==> src/rtl/prog_mem_loadable.sv <==
// prog_mem_loadable: run-time loadable picoMIPS instruction memory.
// A byte-wide valid/ready link loads the program into the array. The CPU
// is stalled (instr_valid=0) until a load finishes. After that the block
// serves one registered instruction word per clock.
// Optional build macro PROG_MEM_PARITY_EN adds one even-parity bit to each
// stored word and drives par_err. Without the macro, par_err is tied low.
//
// state | meaning
// ------+-------------------------------------------------------------
// HALT  | after reset; no program yet, fetch output held at NOP/invalid
// LOAD  | accepting bytes, assembling and writing words from word 0
// RUN   | serving mem[addr] one cycle later; ld_start starts a reload
module prog_mem_loadable #(
    parameter int IW = 14,
    parameter int AW = 5
) (
    input  logic          clk,
    input  logic          rst,
    input  logic [AW-1:0] addr,
    output logic [IW-1:0] instr,
    output logic          instr_valid,
    output logic          par_err,
    input  logic          ld_start,
    input  logic [AW:0]   ld_len,
    input  logic [7:0]    ld_byte,
    input  logic          ld_valid,
    output logic          ld_ready,
    output logic          ld_done,
    output logic          busy
);

    localparam int DEPTH = 2 ** AW;
    localparam int NB    = (IW + 7) / 8;

    // DEPTH and 1, held at the width of the length and pointer registers
    localparam logic [AW:0] DEPTH_W  = {1'b1, {AW{1'b0}}};
    localparam logic [AW:0] ONE_W    = {{AW{1'b0}}, 1'b1};
    localparam logic        LAST_IDX = (NB == 2);

`ifdef PROG_MEM_PARITY_EN
    localparam int MW = IW + 1;
`else
    localparam int MW = IW;
`endif

    typedef enum logic [1:0] {
        HALT = 2'd0,
        LOAD = 2'd1,
        RUN  = 2'd2
    } state_t;

    state_t        state;
    state_t        state_nx;

    logic [AW:0]   word_ptr;
    logic [AW:0]   word_ptr_inc;
    logic [AW:0]   len_q;
    logic [AW:0]   len_clamp;
    logic          byte_idx;

    logic          load_entry;
    logic          accept;
    logic          last_byte;
    logic          wr_en;
    logic          load_end;
    logic          run_hold;

    logic [IW-1:0] wr_data;
    logic [MW-1:0] wr_word;
    logic [MW-1:0] rd_word;

    // The array has no reset, so a program survives a CPU reset
    logic [MW-1:0] mem [DEPTH];

    assign busy     = (state == LOAD);
    assign ld_ready = (state == LOAD);

    // Handshake, word-completion and load-termination decode
    always_comb begin
        len_clamp    = (ld_len > DEPTH_W) ? DEPTH_W : ld_len;
        word_ptr_inc = word_ptr + ONE_W;
        last_byte    = (byte_idx == LAST_IDX);
        // With a zero-length load, nothing is accepted during the one LOAD cycle
        accept       = (state == LOAD) && ld_valid && (len_q != '0);
        wr_en        = accept && last_byte;
        load_end     = (state == LOAD) &&
                       ((len_q == '0) || (wr_en && (word_ptr_inc == len_q)));
        load_entry   = (state != LOAD) && (state_nx == LOAD);
        run_hold     = (state == RUN) && (state_nx == RUN);
    end

    // Little-endian byte assembly; bits above IW are discarded
    if (NB == 2) begin : g_two_byte
        logic [7:0] byte_lo;

        // Hold the low byte until the high byte completes the word
        always_ff @(posedge clk or negedge rst) begin
            if (!rst) begin
                byte_lo <= '0;
            end else if (accept && !last_byte) begin
                byte_lo <= ld_byte;
            end
        end

        assign wr_data = IW'({ld_byte, byte_lo});
    end else begin : g_one_byte
        assign wr_data = IW'(ld_byte);
    end

`ifdef PROG_MEM_PARITY_EN
    assign wr_word = {^wr_data, wr_data};
`else
    assign wr_word = wr_data;
`endif

    assign rd_word = mem[addr];

    // State register
    always_ff @(posedge clk or negedge rst) begin
        if (!rst) begin
            state <= HALT;
        end else begin
            state <= state_nx;
        end
    end

    // Next-state logic; ld_start is ignored while a load is in progress
    always_comb begin
        state_nx = state;
        case (state)
            HALT:    if (ld_start) state_nx = LOAD;
            LOAD:    if (load_end) state_nx = RUN;
            RUN:     if (ld_start) state_nx = LOAD;
            default: state_nx = HALT;
        endcase
    end

    // Load pointers: clear and capture the clamped length on entry, then advance per byte
    always_ff @(posedge clk or negedge rst) begin
        if (!rst) begin
            word_ptr <= '0;
            byte_idx <= 1'b0;
            len_q    <= '0;
        end else if (load_entry) begin
            word_ptr <= '0;
            byte_idx <= 1'b0;
            len_q    <= len_clamp;
        end else if (accept) begin
            if (last_byte) begin
                word_ptr <= word_ptr_inc;
                byte_idx <= 1'b0;
            end else begin
                byte_idx <= 1'b1;
            end
        end
    end

    // Word write on the edge that accepts the final byte of the word
    always_ff @(posedge clk) begin
        if (wr_en) begin
            mem[word_ptr[AW-1:0]] <= wr_word;
        end
    end

    // Single-cycle completion pulse on the LOAD -> RUN edge
    always_ff @(posedge clk or negedge rst) begin
        if (!rst) begin
            ld_done <= 1'b0;
        end else begin
            ld_done <= load_end;
        end
    end

    // Registered fetch; NOP/invalid whenever the block is not staying in RUN
    always_ff @(posedge clk or negedge rst) begin
        if (!rst) begin
            instr       <= '0;
            instr_valid <= 1'b0;
        end else if (run_hold) begin
            instr       <= rd_word[IW-1:0];
            instr_valid <= 1'b1;
        end else begin
            instr       <= '0;
            instr_valid <= 1'b0;
        end
    end

`ifdef PROG_MEM_PARITY_EN
    // Parity check registered alongside instr so the flag lines up with its word
    always_ff @(posedge clk or negedge rst) begin
        if (!rst) begin
            par_err <= 1'b0;
        end else if (run_hold) begin
            par_err <= (^rd_word[IW-1:0]) != rd_word[IW];
        end else begin
            par_err <= 1'b0;
        end
    end
`else
    assign par_err = 1'b0;
`endif

endmodule

==> config.mk <==
export PLATFORM = sky130hd
export DESIGN_NAME = prog_mem_loadable
export DESIGN_NICKNAME = d
export VERILOG_FILES = /design/src/rtl/prog_mem_loadable.sv
export SDC_FILE = /design/constraint.sdc
export NUM_CORES = 1
export LEC_CHECK = 0
export ABC_AREA = 0
export CAP_MARGIN = 20
export CORE_AREA = 5 5 228 175
export DETAILED_ROUTE_END_ITERATION = 6
export DIE_AREA = 0 0 233 180
export GPL_TIMING_DRIVEN = 1
export PLACE_DENSITY = 0.68
export SLEW_MARGIN = 40
export SYNTH_ARGS = -nofsm -noshare
export SYNTH_HDL_FRONTEND = slang
export SYNTH_SLANG_ARGS = --single-unit
==> constraint.sdc <==
create_clock -name clk -period 3.2 [get_ports clk]
set_input_delay 0.96 -clock clk [delete_from_list [all_inputs] [get_ports clk]]
set_output_delay 0.96 -clock clk [all_outputs]
set_load 0.005 [all_outputs]
==> results.json <==
{
  "vias": 8898,
  "clk_path_buf_depth": 3,
  "finalSetupViolations": 0,
  "port_buffers": 40,
  "htree_levels": 2,
  "seq_area_frac_synth_pct": 76.6,
  "die-area_sq_um": 41900,
  "maxCapViolations": 0,
  "synth.distinct_cells": 42,
  "initial_core_util_pct": 50.2,
  "fin_ws_ps": 472,
  "grt_max_degree": 40,
  "post-cts-setup-buffers": 0,
  "ys_ff_latch": 487,
  "diodes": 0,
  "syn-cell-area_sq_um": 18800,
  "max_stage_delay_ps": 520,
  "drive_gt1_share_pct": 26.6,
  "status": "complete, no violations",
  "synth_edf_count": 448,
  "die_y_um": 180,
  "place_ws_ps": 168,
  "place_area_sq_um": 20400,
  "worstSetupEndpointType": "output port",
  "drt_wl_total_um": 40100,
  "grt_overflow": 0,
  "fillerInstances": 2744,
  "rrSetupSlack_ps": 780,
  "num_io_pins": 42,
  "synthTopCellsByArea": "edfxtp_1 71%, mux4_2 13%, dfrtp_1 5.2%",
  "ctsResizeCount": 0,
  "cts_num_sinks": 487,
  "cp-start-kind": "register",
  "critPathRequiredTime_ps": 2240,
  "wl_per_cell_um": 26.2,
  "cts.clk_slew.worst_paths_ps": 70,
  "ant_nets": 0,
  "crit_chain": "nand2b_1 > inv_1 > clkdlybuf4s50_1",
  "setup_tns_ps": 0,
  "p_per_area_nw_per_um2": 678,
  "grt_pass1_wl_um": 60400,
  "synth_top_area_share_pct": 71.4,
  "min_path_type": "input pin to asynchronous set/reset pin",
  "power.leakage_nw": 7.27,
  "reg2reg_to": "mem[11][6]$_DFFE_PP_",
  "rows": 62,
  "relSlewSlack_pct": 49.9,
  "dr.first_iter.drc_count": 1092,
  "place.gp.congestion": 0.871,
  "critPathArrivalTime_ps": 1770,
  "rsz0062_at_grt": "false",
  "antenna_found_initial": 0,
  "yosysWarningCount": 0,
  "ir_drop_mv": 0.594,
  "clk_latency_ps": 560,
  "yosysTopAreaCell": "edfxtp_1",
  "slew_viol_final": 0,
  "cts_tree": "yes",
  "slowest_stage": "clkdlybuf4s50_1",
  "syn_inst": 868,
  "r2r_cells": 6,
  "rr_startpoint": "len_q[5]$_DFFE_PN0P_",
  "areaGrowthSynthToFinish_pct": 15.9,
  "nets": 1012,
  "grt_usage_pct": 19.5,
  "die_w_um": 233,
  "final_area_sq_um": 21800,
  "max_freq_mhz": 367,
  "design.core.area_sq_um": 37500,
  "drc": 0,
  "avgSynthCellArea_sq_um": 21.7,
  "fin_skew_ps": 18.3,
  "ys_async_sr_fraction_pct": 8.01,
  "grt_pass1_vias": 9134,
  "hold_buffers": 0,
  "cts_root_buffer": "clkbuf_16",
  "dpl.hpwl_um": 25700,
  "critical_path.max_fanout": 5,
  "drt-pass1-iter-count": 5,
  "worst_slew_pin_slew_ps": 749,
  "period_share_pct": 85.3,
  "cts_buffers": 44,
  "final_hold_viol_count": 0,
  "synth_flop_cell": "edfxtp_1",
  "crit_type": "register to output port",
  "viasPerCell": 5.82,
  "timing.final.crit_period_ps": 2730,
  "synth_nets": 895
}
[metrics by stage]
stage	std cells	power (W)	hold slack (ps)	utilization (%)
6_report	1529	0.0148	375	58.2
5_1_grt	1529	0.0153	405	58.2
4_1_cts	1529	0.0149	378	58.2
3_5_place_dp	1451	0.00957	510	54.2
3_3_place_gp	1451	0.00951	505	54.2
2_1_floorplan	868	0.00873	481	-
[registers in the layout, summed over array words and instances (netlist names)]
name,cells
ld_done,1
g_two_byte.byte_lo,8
len_q,6
instr,14
byte_idx,1
word_ptr,6
instr_valid,1
mem,448
state,2
[final cells by class]
class	instances	area, sq um	share of cell area, %
Clock buffer	56	1210	5.53
Clock inverter	22	265	1.21
Inverter	4	15.0	0.0688
Multi-Input combinational cell	333	4160	19.0
Sequential cell	487	14400	66.1
Tap cell	512	641	2.93
Timing Repair Buffer	115	1120	5.13
[critical path, delay by kind of cell (launching register included)]
kind | cells | cell delay, ps
simple gates | 1 | 200
buf+inv | 2 | 650
flops | 1 | 370
[layer usage]
layer  GRT usage [%]  wire length, um  vias up
met5               0                0        -
met4            4.16              652        0
met3            3.17             2700       43
met2            27.8            17900      322
met1            32.4            18800     4709
li1                -                -     3824
[cell families (layout without fill, tap and decap cells)]
group / after synthesis / count (layout) / synth area share [%]
other: 1 / 1 / 0.0199
AOI/OAI and AO/OA: 43 / 43 / 1.93
muxes: 176 / 176 / 16.8
adders and majority gates: 4 / 4 / 0.266
buffers and inverters: 48 / 197 / 1.32
xor gates and xnor gates: 11 / 11 / 0.512
DFF: 487 / 487 / 76.6
and+or+nand+nor: 98 / 98 / 2.50
[how the worst max path moves through the flow]
stage                     cells after the start                     to  slack, ps                from
after detailed placement                      6  mem[11][10]$_DFFE_PP_        170            ld_valid
after floorplan                               5   mem[15][0]$_DFFE_PP_        720            ld_valid
final                                         3               ld_ready        470  state[1]$_DFF_PN0_
after global placement                        6  mem[16][11]$_DFFE_PP_        220            ld_valid
after CTS                                     3               ld_ready        450  state[1]$_DFF_PN0_
after global routing                          3               ld_ready        380  state[1]$_DFF_PN0_
[cell usage after synthesis (3+ instances only)]
cell / instances
a21oi_1: 3
buf_1: 8
buf_2: 18
buf_6: 5
clkbuf_1: 11
dfrtp_1: 39
edfxtp_1: 448
ha_1: 4
inv_1: 4
mux2_2: 8
mux2i_1: 56
mux4_2: 112
nand2_1: 28
nand2b_1: 3
nand3_1: 3
nand3b_1: 8
nor2_1: 40
nor2b_1: 3
o21ai_0: 5
o221ai_1: 14
o22a_1: 14
or3_1: 3
xnor2_1: 5
xor2_1: 6
[power breakdown]
part / switching, W / internal [W]
Sequential: 0.000372 / 0.00761
Combinational: 0.000906 / 0.000531
Clock: 0.00222 / 0.00315
Total: 0.00350 / 0.0113
[cell usage in the layout, fill, tap and decap left out, drive strengths merged]
master / instances
clkbuf: 56
ha: 4
nand3b: 8
buf: 79
nand2: 28
edfxtp: 448
a2111oi: 1
conb: 1
clkinv: 13
o211a: 1
nand3: 5
nor2b: 3
clkdlybuf4s50: 36
mux2: 8
nor4: 1
o221ai: 14
or3: 4
and3: 1
o22a: 14
a22o: 1
nand2b: 3
xnor2: 5
or3b: 1
dfrtp: 39
nor3: 1
mux4: 112
nand4: 2
a21o: 1
inv: 7
xor2: 6
a21oi: 3
mux2i: 56
o21ai: 5
bufinv: 6
nor2: 41
o211ai: 1
a211o: 1
o31ai: 1
Note: power is estimated with default switching activity, not from simulation.
